<file path="config.mk">
export PLATFORM = sky130hd
export DESIGN_NAME = mem_port_arbiter
export DESIGN_NICKNAME = d
export VERILOG_FILES = /design/src/rtl/mem_port_arbiter.sv
export SDC_FILE = /design/constraint.sdc
export NUM_CORES = 1
export LEC_CHECK = 0
export CAP_MARGIN = 10
export CORE_MARGIN = 3
export CORE_UTILIZATION = 32
export CTS_CLUSTER_DIAMETER = 80
export DETAILED_ROUTE_END_ITERATION = 10
export PLACE_DENSITY = 0.77
export SLEW_MARGIN = 25
export SYNTH_ARGS = -nofsm -noshare
export SYNTH_HDL_FRONTEND = slang
export SYNTH_SLANG_ARGS = --single-unit
</file>
<file path="constraint.sdc">
create_clock -name clk -period 1.81 [get_ports clk]
set_input_delay 0.4525 -clock clk [delete_from_list [all_inputs] [get_ports clk]]
set_output_delay 0.4525 -clock clk [all_outputs]
set_load 0.03 [all_outputs]
</file>
<file path="src/rtl/mem_port_arbiter.sv">
// Arbitrates the single-port program/data memory between the CPU datapath and a host port.
// The host is granted only at instruction boundaries, and a cycle quota bounds each session.
module mem_port_arbiter #(
    parameter int AWIDTH     = 5,
    parameter int DWIDTH     = 8,
    parameter int HOST_QUOTA = 16
) (
    input  logic              clk,
    input  logic              rst,
    input  logic [2:0]        cpu_phase,
    input  logic              cpu_halted,
    input  logic [AWIDTH-1:0] cpu_addr,
    input  logic              cpu_rd,
    input  logic              cpu_wr,
    input  logic [DWIDTH-1:0] cpu_wdata,
    output logic              cpu_stall,
    input  logic              host_req,
    output logic              host_gnt,
    input  logic              host_valid,
    input  logic              host_wr,
    input  logic [AWIDTH-1:0] host_addr,
    input  logic [DWIDTH-1:0] host_wdata,
    output logic [DWIDTH-1:0] host_rdata,
    output logic              host_rvalid,
    output logic [AWIDTH-1:0] mem_addr,
    output logic              mem_rd,
    output logic              mem_wr,
    output logic [DWIDTH-1:0] mem_wdata,
    input  logic [DWIDTH-1:0] mem_rdata
);

    localparam logic [1:0] CPU_OWN  = 2'd0;
    localparam logic [1:0] DRAIN    = 2'd1;
    localparam logic [1:0] HOST_OWN = 2'd2;
    localparam logic [1:0] COOL     = 2'd3;

    localparam int CW = (HOST_QUOTA > 1) ? $clog2(HOST_QUOTA) : 1;
    localparam logic [CW-1:0] QUOTA_LAST = CW'((HOST_QUOTA == 0) ? 0 : HOST_QUOTA - 1);

    logic [1:0]        state_reg, state_next;
    logic [CW-1:0]     count_reg, count_next;
    logic              cpu_stall_reg;
    logic              host_gnt_reg;
    logic              host_rvalid_reg;
    logic [DWIDTH-1:0] host_rdata_reg;

    logic host_sel;
    logic boundary;
    logic quota_hit;
    logic rd_fire;

    assign host_sel  = (state_reg == HOST_OWN);
    // A halted CPU is not mid-instruction, so it counts as a boundary at any phase.
    assign boundary  = (cpu_phase == 3'd7) | cpu_halted;
    assign quota_hit = (HOST_QUOTA != 0) && (count_reg == QUOTA_LAST);
    assign rd_fire   = host_sel & host_valid & ~host_wr;

    always_comb begin
        state_next = state_reg;
        count_next = '0;
        case (state_reg)
            CPU_OWN: begin
                if (host_req) begin
                    state_next = cpu_halted ? HOST_OWN : DRAIN;
                end
            end
            DRAIN, COOL: begin
                if (!host_req) begin
                    state_next = CPU_OWN;
                end else if (boundary) begin
                    state_next = HOST_OWN;
                end
            end
            HOST_OWN: begin
                if (!host_req) begin
                    state_next = CPU_OWN;
                end else if (quota_hit) begin
                    state_next = COOL;
                end else begin
                    count_next = (HOST_QUOTA != 0) ? count_reg + 1'b1 : '0;
                end
            end
            default: state_next = CPU_OWN;
        endcase
    end

    // Stall and grant are registered from the next state so they rise together with the phase wrap.
    always_ff @(posedge clk or posedge rst) begin
        if (rst) begin
            state_reg       <= CPU_OWN;
            count_reg       <= '0;
            cpu_stall_reg   <= 1'b0;
            host_gnt_reg    <= 1'b0;
            host_rvalid_reg <= 1'b0;
            host_rdata_reg  <= '0;
        end else begin
            state_reg       <= state_next;
            count_reg       <= count_next;
            cpu_stall_reg   <= (state_next == HOST_OWN);
            host_gnt_reg    <= (state_next == HOST_OWN);
            host_rvalid_reg <= rd_fire;
            if (rd_fire) begin
                host_rdata_reg <= mem_rdata;
            end
        end
    end

    assign cpu_stall   = cpu_stall_reg;
    assign host_gnt    = host_gnt_reg;
    assign host_rvalid = host_rvalid_reg;
    assign host_rdata  = host_rdata_reg;

    assign mem_addr  = host_sel ? host_addr  : cpu_addr;
    assign mem_wdata = host_sel ? host_wdata : cpu_wdata;
    assign mem_rd    = host_sel ? (host_valid & ~host_wr) : cpu_rd;
    assign mem_wr    = host_sel ? (host_valid &  host_wr) : cpu_wr;

endmodule

</file>
==> summary.txt, run 1 <==
Hold path
  – Hold_sp: count_reg[3]
  – Hold EP: count_reg[3]
  – Hold Path Depth: 1
  – Hold crit path type: register to register

Drt
  – WL final: 2810 microns
  – Routed vias: 978
  – DRC violations left: 0
  – Wire per inst: 13.7 microns
  – Via density per instance: 4.77
  – Post-DRT Antenna Nets: 0
  – DRC marker count from the first detailed-route iteration: 18
  – DRT Pass-1 Iters: 4

Cells and area
  – Filler cells: 169
  – Final std cells w/o fill: 205
  – Multi-input gate area: 462 sq um
  – Cell area after layout: 0.00178 sq mm
  – Area Overhead vs Synth: 102%
  – Net count, final: 223
  – FF+latch area: 402 sq um
  – Flip-flop count of the largest register after layout: 8
  – Share of cells above drive strength 1: 26.9%
  – Commonest non-fill, non-tap cell in the layout: clkdlybuf4s50_1
  – Most frequent cells in the layout: clkdlybuf4s50_1, nand2_1, buf_6, dfrtp_1, buf_4
  – # diodes: 0

Setup path
  – Startpoint types: register
  – Crit path largest cell delay: 450 ps
  – R2R setup slack: 240 ps
  – Worst R2R Start: state_reg[0]
  – Max stage delay cell, worst path: dfrtp_2
  – CP delay by family, top: flip-flops
  – Setup CP Type: register to primary output
  – Worst endpoint data arrival time: 1360 ps
  – Reg2Reg Depth: 5
  – Critical path fanouts, max: 5
  – CP required: 1360 ps
  – Crit path capture type: primary output
  – Buf/Inv on CP: 2
  – Reg2reg end: host_rdata[5]
  – Critical-path cell list: nand2b_4 -> buf_4 -> a21o_1 -> buf_6

Clock network
  – Num CTS Buffers: 3
  – Worst-path clk slew: 90 ps
  – H-tree levels: 1
  – Clk sinks: 16
  – Root buf cell: clkbuf_4
  – Bufs on Longest Clock Path: 2
  – Clock latency on the worst-skew pair: 270 ps
  – Clock tree from TritonCTS: built

GRT
  – First-pass GRT wire length: 4090 microns
  – Pin count of the biggest net entering global routing: 17
  – Tot GR Track Use: 15.4%
  – Initial antenna violation count: 0
  – Vias in the first global route: 982
  – Total grt overflow: 0

Timing
  – Upper clock frequency limit: 553 MHz
  – TNS Setup: 0 ps
  – Period minus WS final: 1810 ps
  – Worst Tran Pin Value: 575 ps
  – Endpoints failing setup: 0
  – RSZ-0062 raised after global routing: true
  – Clock skew: 2.58 ps
  – Fin. Hold Viols: 0
  – Slew Limit Fails: 0
  – Max-slew headroom: 61.6%
  – Final worst path period share: 100%

Power and ir drop
  – Max IR drop VDD: 567 uV
  – Clock share of power: 14.1%
  – Comb pwr share: 50.7%
  – Sw frac: 34.3%
  – PwrDens: 708 mW/mm^2
  – Reg power frac: 35.2%
  – Psw: 0.431 mW
  – Leakage: 0.904 nW
  – Pint: 0.825 mW

Floorplan
  – Overall die height: 58.4 microns
  – Full die area: 0.00341 sq mm
  – Core area: 0.00254 sq mm
  – Starting Density: 34.5%
  – Row cnt: 18
  – # IOs: 71
  – Die width: 58.4 microns

Placed design
  – Inst Count DP: 190
  – Gpl congestion: 0.814
  – DP HPWL: 2030 microns
  – Post-DP Area: 0.00157 sq mm
  – Port buffer count: 70

Yosys
  – Post-synthesis cell area: 878 sq um
  – Yosys cell types: 24
  – Synth Warn #: 0
  – #FFs+latches synth: 16
  – Syn avg cell area: 9.44 sq um
  – Sequential share of the synthesized area: 45.6%
  – Gate Count Post-Synth: 93
  – Syn_nets: 139

Run status
  – Status: complete, no violations

Job
  – Max-cap violations: 0
==> synthesized netlist by cell type <==
library cell	instances	share of area [%]
a21boi_0	1	0.86
dfrtp_1	16	46
buf_4	1	0.86
and3_1	2	1.4
and2_1	1	0.71
nand3_1	1	0.57
nand2_1	42	18
nor3_1	1	0.57
nor3b_2	1	1.4
nand2b_4	1	1.6
inv_1	2	0.86
buf_2	2	1.1
a21o_1	2	1.7
a311oi_1	1	1.0
a31oi_1	1	0.71
a41oi_1	1	1.0
xnor2_1	1	1.0
nor2b_1	2	1.4
ha_1	1	1.4
clkbuf_1	1	0.43
mux2_4	8	14
mux2i_1	1	1.1
buf_6	2	2.6
nor2_1	1	0.43
==> power groups by stage <==
stage / Clock (mW) / Combinational, mW / Sequential [mW]
2_1_floorplan: 0 / 0.213 / 0.541
3_3_place_gp: 0 / 0.573 / 0.448
3_5_place_dp: 0 / 0.583 / 0.447
4_1_cts: 0.182 / 0.612 / 0.442
5_1_grt: 0.199 / 0.669 / 0.448
6_report: 0.177 / 0.638 / 0.442
==> stage by stage <==
step	hold WS [ps]	total power, mW	utilization [%]	worst slack [ps]
floorplan	366	0.755	-	152
global placement	467	1.02	61.7	4.52
global route	538	1.32	69.8	-40.0
detailed placement	492	1.03	61.7	-20.4
CTS	503	1.24	66.1	3.11
finish	507	1.26	69.8	0.0447
==> cell type report <==
type,count,area share (%)
timing repair buffer,84,47.6
clock buffer,3,1.27
multi-input combinational,70,26.0
tap,30,2.11
inverter,2,0.423
sequential,16,22.6
==> layer usage <==
| layer | up-vias | GRT usage (%) | wire (microns) | part of all wire (%) |
|---|---|---|---|---|
| li1 | 466 | - | - | - |
| met1 | 445 | 17.1 | 1050 | 37 |
| met2 | 63 | 29.2 | 1390 | 49 |
| met3 | 4 | 3.73 | 351 | 12 |
| met4 | 0 | 3.97 | 25 | 0.89 |
| met5 | - | 0 | 0 | 0 |
==> worst max path at each step <==
stage | startpoint | endpoint | slack (ps) | depth (start not counted)
CTS | state_reg[1] | mem_wdata[6] | 3 | 6
global route | state_reg[0] | mem_rd | -40 | 4
floorplan | state_reg[0] | mem_rd | 150 | 5
global placement | host_valid | mem_rd | 5 | 4
detailed placement | host_valid | mem_rd | -20 | 4
finish | state_reg[0] | mem_rd | 0.04 | 4
==> logic make-up after synthesis <==
logic type	count (synthesis)	share of synthesized area, %
AOI/OAI and AO/OA	6	5.27
and+or+nand+nor	52	26.1
adders and majority gates	1	1.42
muxes	9	14.8
xor gates and xnor gates	1	0.997
DFF	16	45.6
buffers and inverters	8	5.84
==> repair_timing <==
item | CTS | global route
hold endpoints to repair | 0 | 0
hold buffers | 0 | 0
gates cloned | 1 | 1
pin swaps | 1 | 2
resized for setup | 9 | 20
endpoints found under the setup margin | 15 | 19
buffers inserted | 8 | 2
Power figures use the tool's default switching activity.
==> run 2: changes to the inputs <==
--- a/config.mk
+++ b/config.mk
@@ -11,6 +11,7 @@
 export CTS_CLUSTER_DIAMETER = 80
 export DETAILED_ROUTE_END_ITERATION = 10
 export PLACE_DENSITY = 0.77
+export RECOVER_POWER = 25
 export SLEW_MARGIN = 25
 export SYNTH_ARGS = -nofsm -noshare
 export SYNTH_HDL_FRONTEND = slang
==> run 2 against run 1 <==
Flip-flop and latch count unchanged; total power about the same; critical endpoint unchanged; die area unchanged; sequential share of layout area unchanged; highest routed layer unchanged; final cell count unchanged; register-to-register slack about the same; clock-buffer cell count unchanged; worst hold slack unchanged; setup slack about the same; core utilization unchanged.
==> summary.txt, run 2 (synthesis results as in run 1) <==
Run status
  – Status: complete, no violations

GRT
  – Tot GR Track Use: 15.4%
  – Total grt overflow: 0
  – Initial antenna violation count: 0
  – Vias in the first global route: 982
  – First-pass GRT wire length: 4090 microns
  – Pin count of the biggest net entering global routing: 17

Cells and area
  – Area Overhead vs Synth: 102%
  – Commonest non-fill, non-tap cell in the layout: clkdlybuf4s50_1
  – Flip-flop count of the largest register after layout: 8
  – # diodes: 0
  – Net count, final: 223
  – Most frequent cells in the layout: clkdlybuf4s50_1, nand2_1, buf_6, dfrtp_1, buf_4
  – Filler cells: 169
  – Cell area after layout: 0.00178 sq mm
  – Multi-input gate area: 462 sq um
  – FF+latch area: 402 sq um
  – Final core utilization: 69.8%
  – Share of cells above drive strength 1: 26.9%

Timing
  – Fin. Hold Viols: 0
  – Worst Tran Pin Value: 575 ps
  – Upper clock frequency limit: 552 MHz
  – Final worst path period share: 100%
  – Endpoints failing setup: 0
  – Slew Limit Fails: 0
  – Max-slew headroom: 61.6%
  – Worst Setup Slack, final: 0.0386 ps
  – Period minus WS final: 1810 ps
  – RSZ-0062 raised after global routing: true
  – Clock skew: 2.59 ps

Setup path
  – Critical-path cell list: nand2b_4 -> buf_4 -> a21o_1 -> buf_6
  – Buf/Inv on CP: 2
  – Startpoint types: register
  – Crit path largest cell delay: 450 ps
  – CP required: 1360 ps
  – Crit path capture type: primary output
  – Setup CP Type: register to primary output
  – Reg2Reg Depth: 5
  – Max stage delay cell, worst path: dfrtp_2
  – Worst R2R Start: state_reg[0]
  – Worst endpoint data arrival time: 1360 ps
  – R2R setup slack: 240 ps
  – Critical path fanouts, max: 5
  – Reg2reg end: host_rdata[5]
  – Crit. path cell count: 4
  – CP delay by family, top: flip-flops

Clock network
  – Root buf cell: clkbuf_4
  – Worst-path clk slew: 90 ps
  – Bufs on Longest Clock Path: 2
  – CTS Hold Buffers Added: 0
  – Clock tree from TritonCTS: built
  – Clock latency on the worst-skew pair: 270 ps
  – H-tree levels: 1
  – Clk sinks: 16
  – Num CTS Buffers: 3

Floorplan
  – Die width: 58.4 microns
  – Row cnt: 18
  – Overall die height: 58.4 microns
  – Starting Density: 34.5%
  – # IOs: 71
  – Full die area: 0.00341 sq mm
  – Core area: 0.00254 sq mm

Power and ir drop
  – Max IR drop VDD: 567 uV
  – Total power: 1.26 mW
  – Leakage: 0.905 nW
  – PwrDens: 708 mW/mm^2

Drt
  – DRT Pass-1 Iters: 4
  – Routed vias: 978
  – Wire per inst: 13.7 microns
  – DRC marker count from the first detailed-route iteration: 18
  – DRC violations left: 0
  – Via density per instance: 4.77
  – WL final: 2810 microns
  – Post-DRT Antenna Nets: 0

Placed design
  – Post-DP Area: 0.00157 sq mm
  – Gpl congestion: 0.814
  – Port buffer count: 70
  – DP HPWL: 2030 microns
  – DP Worst Slack: -20.4 ps

Job
  – Max-cap violations: 0

Hold path
  – Hold_sp: count_reg[3]
  – Hold EP: count_reg[3]
  – Hold Path Depth: 1
  – Hold crit path type: register to register
-- run 2: changes by cell type in the layout (fill, tap and decap cells not counted) --
cell and delta:
dlygate4sd3_1 +1, clkdlybuf4s50_1 -1
-- run 2: cell type report --
class / instances / area share [%]
multi-input cells: 70 / 26.0
well taps: 30 / 2.11
clock buffers: 3 / 1.27
repair buffers: 84 / 47.6
flip-flops and latches: 16 / 22.6
inverters: 2 / 0.423
-- run 2: repair_timing --
item | 4_1_cts | 5_1_grt
cloned | 1 | 1
endpoints found under the setup margin | 15 | 19
resized for setup | 9 | 20
pin swaps | 1 | 2
setup buffers | 8 | 2
-- run 2: per-layer routing --
metal / global-route usage (%) / wire, microns / vias to the layer above
met4: 3.97 / 25 / 0
met5: 0 / 0 / -
met1: 17.1 / 1050 / 445
met3: 3.73 / 351 / 4
li1: - / - / 466
met2: 29.2 / 1390 / 63
-- run 2: where the power goes --
group          switching, mW  internal [mW]
combinational          0.299          0.338
sequential            0.0321          0.410
clock                  0.100         0.0770
total                  0.431          0.825
-- run 2: worst max-delay path by stage --
stage / startpoint / endpoint / slack, ps
after global routing: state_reg[0] / mem_rd / -40
after CTS: state_reg[1] / mem_wdata[6] / 3
after global placement: host_valid / mem_rd / 5
final: state_reg[0] / mem_rd / 0.04
after floorplan: state_reg[0] / mem_rd / 150
after detailed placement: host_valid / mem_rd / -20
-- run 2: stage by stage --
stage	std cells	TNS, ps	hold slack (ps)
after floorplan	93	0	366
after global placement	190	0	467
after detailed placement	190	-20.4	492
after CTS	202	0	503
after global routing	205	-82.0	538
final	205	0	507
==> run 3: changes to the inputs <==
--- a/config.mk
+++ b/config.mk
@@ -5,12 +5,12 @@
 export SDC_FILE = /design/constraint.sdc
 export NUM_CORES = 1
 export LEC_CHECK = 0
-export CAP_MARGIN = 10
+export CAP_MARGIN = 20
 export CORE_MARGIN = 3
-export CORE_UTILIZATION = 32
+export CORE_UTILIZATION = 29
 export CTS_CLUSTER_DIAMETER = 80
 export DETAILED_ROUTE_END_ITERATION = 10
-export PLACE_DENSITY = 0.77
+export PLACE_DENSITY = 0.73
 export RECOVER_POWER = 25
 export SLEW_MARGIN = 25
 export SYNTH_ARGS = -nofsm -noshare
==> constraint.sdc (replaced) <==
create_clock -name clk -period 1.6 [get_ports clk]
set_input_delay 0.4 -clock clk [delete_from_list [all_inputs] [get_ports clk]]
set_output_delay 0.4 -clock clk [all_outputs]
set_load 0.03 [all_outputs]
==> run 3 against run 2 <==
The flow now finishes with violations (setup timing); setup slack worse by 140 ps; core utilization decreased by 8.0 points; die area is 9.3% higher; combinational power grew 7.4%; total power grew 10%; sequential power up 13%; register-to-register slack got worse by 140 ps; flip-flop and latch count stayed put; via count shrank 5.0%; critical path type unchanged; critical endpoint unchanged; highest routed layer unchanged.
==> summary.txt, run 3 (synthesis results as in run 1) <==
Drt
  – WL final: 2700 microns
  – DRC marker count from the first detailed-route iteration: 54
  – Via density per instance: 4.60
  – DRT Pass-1 Iters: 4
  – DRC violations left: 0
  – Post-DRT Antenna Nets: 0
  – Wire per inst: 13.4 microns
  – Routed vias: 929

Setup path
  – Critical path fanouts, max: 5
  – CP delay by family, top: simple AND/OR/NAND/NOR gates
  – Startpoint types: register
  – Worst R2R Start: state_reg[0]
  – R2R setup slack: 100 ps
  – Max stage delay cell, worst path: dfrtp_1
  – Reg2Reg Depth: 4
  – Buf/Inv on CP: 1
  – Setup CP Type: register to primary output
  – Crit path capture type: primary output
  – Reg2reg end: host_rdata[2]
  – Crit path largest cell delay: 410 ps
  – Worst endpoint data arrival time: 1340 ps
  – Critical-path cell list: nand2b_4 -> nor3b_4 -> a21o_4 -> buf_6
  – CP required: 1200 ps

Timing
  – Fin. Hold Viols: 0
  – Max-slew headroom: 59.7%
  – Endpoints failing setup: 15
  – RSZ-0062 raised after global routing: true
  – Clock skew: 1.93 ps
  – Worst Tran Pin Value: 603 ps
  – Slew Limit Fails: 0
  – Hold WS: 507 ps
  – Upper clock frequency limit: 574 MHz
  – Period minus WS final: 1740 ps
  – Worst Setup Slack, final: -144 ps
  – Final worst path period share: 109%

Clock network
  – Clock tree from TritonCTS: built
  – Worst-path clk slew: 80 ps
  – Bufs on Longest Clock Path: 2
  – H-tree levels: 1
  – Root buf cell: clkbuf_4
  – Num CTS Buffers: 3
  – CTS Hold Buffers Added: 0
  – Clock latency on the worst-skew pair: 280 ps
  – Clk sinks: 16

Power and ir drop
  – Clock share of power: 14.4%
  – Leakage: 0.870 nW
  – PwrDens: 791 mW/mm^2
  – Total power: 1.38 mW
  – Pint: 0.896 mW
  – Max IR drop VDD: 552 uV
  – Psw: 0.486 mW
  – Sw frac: 35.2%
  – Reg power frac: 36.1%
  – Comb pwr share: 49.5%

Placed design
  – Gpl congestion: 0.735
  – Post-DP Area: 0.00157 sq mm
  – DP HPWL: 2070 microns
  – Inst Count DP: 192
  – Port buffer count: 70

Floorplan
  – Overall die height: 61.0 microns
  – Die width: 61.0 microns
  – Starting Density: 31.0%
  – Row cnt: 19
  – # IOs: 71
  – Full die area: 0.00373 sq mm
  – Core area: 0.00283 sq mm

Cells and area
  – # diodes: 0
  – Area Overhead vs Synth: 98.9%
  – Net count, final: 219
  – Cell area after layout: 0.00175 sq mm
  – Filler cells: 233
  – Most frequent cells in the layout: clkdlybuf4s50_1, nand2_1, buf_6
  – Final std cells w/o fill: 202
  – Flip-flop count of the largest register after layout: 8
  – Share of cells above drive strength 1: 29.2%
  – Commonest non-fill, non-tap cell in the layout: clkdlybuf4s50_1

Hold path
  – Hold Path Depth: 1
  – Hold_sp: count_reg[3]
  – Hold EP: count_reg[3]
  – Hold crit path type: register to register

Job
  – Max-cap violations: 0

GRT
  – Initial antenna violation count: 0
  – Total grt overflow: 0
  – Vias in the first global route: 895
  – First-pass GRT wire length: 3860 microns
  – Tot GR Track Use: 13.9%
  – Pin count of the biggest net entering global routing: 17

Run status
  – Violations in the final reports: setup timing
  – Status: finished with violations
[run 3: what timing repair did]
item,CTS,global route
endpoints found under the setup margin,26,23
setup buffers,7,1
gates resized for setup,30,14
gates cloned,1,0
pin swaps,2,12
[run 3: worst max path at each step]
stage | startpoint | endpoint | depth (start not counted)
after floorplan | state_reg[1] | mem_addr[2] | 5
after global placement | host_valid | host_rdata[1] | 4
after detailed placement | host_valid | host_rdata[3] | 4
after CTS | state_reg[1] | mem_addr[1] | 6
after global routing | state_reg[0] | mem_rd | 4
final | state_reg[0] | mem_rd | 4
[run 3: metal layers]
layer  vias up  wire [microns]  share of wire [%]  global-route usage [%]
li1        455               -                  -                       -
met1       410            1140                 42                    16.3
met2        60            1200                 44                    24.5
met3         4             343                 13                    3.35
met4         0              23               0.85                    5.57
met5         -               0                  0                       0
[run 3: worst register-to-register path, cell delays in order, from the launching register on]
cell      delay [ps]
dfrtp_1          410
nand2b_4         200
nor3b_4          220
buf_4            240
mux2_4           320
[run 3: cell type report]
type / count / area (sq um) / area share [%]
Clock buffer: 3 / 22.5 / 1.29
Inverter: 2 / 7.51 / 0.430
Multi-Input combinational cell: 69 / 470 / 26.9
Sequential cell: 16 / 400 / 22.9
Tap cell: 31 / 38.8 / 2.22
Timing Repair Buffer: 81 / 807 / 46.2
[run 3: power by group through the flow]
stage	Sequential, mW	Combinational, mW	Clock, mW
after floorplan	0.613	0.244	0
after global placement	0.508	0.648	0
after detailed placement	0.506	0.660	0
after CTS	0.499	0.676	0.214
after global routing	0.505	0.722	0.234
final	0.499	0.684	0.199
[run 3: through the flow]
| stage | worst slack (ps) | util (%) | TNS (ps) |
|---|---|---|---|
| floorplan | 59.3 | - | 0 |
| global placement | -186 | 55.6 | -1660 |
| detailed placement | -192 | 55.6 | -1670 |
| CTS | -154 | 60.5 | -2010 |
| global route | -216 | 61.7 | -2850 |
| finish | -144 | 61.7 | -1510 |
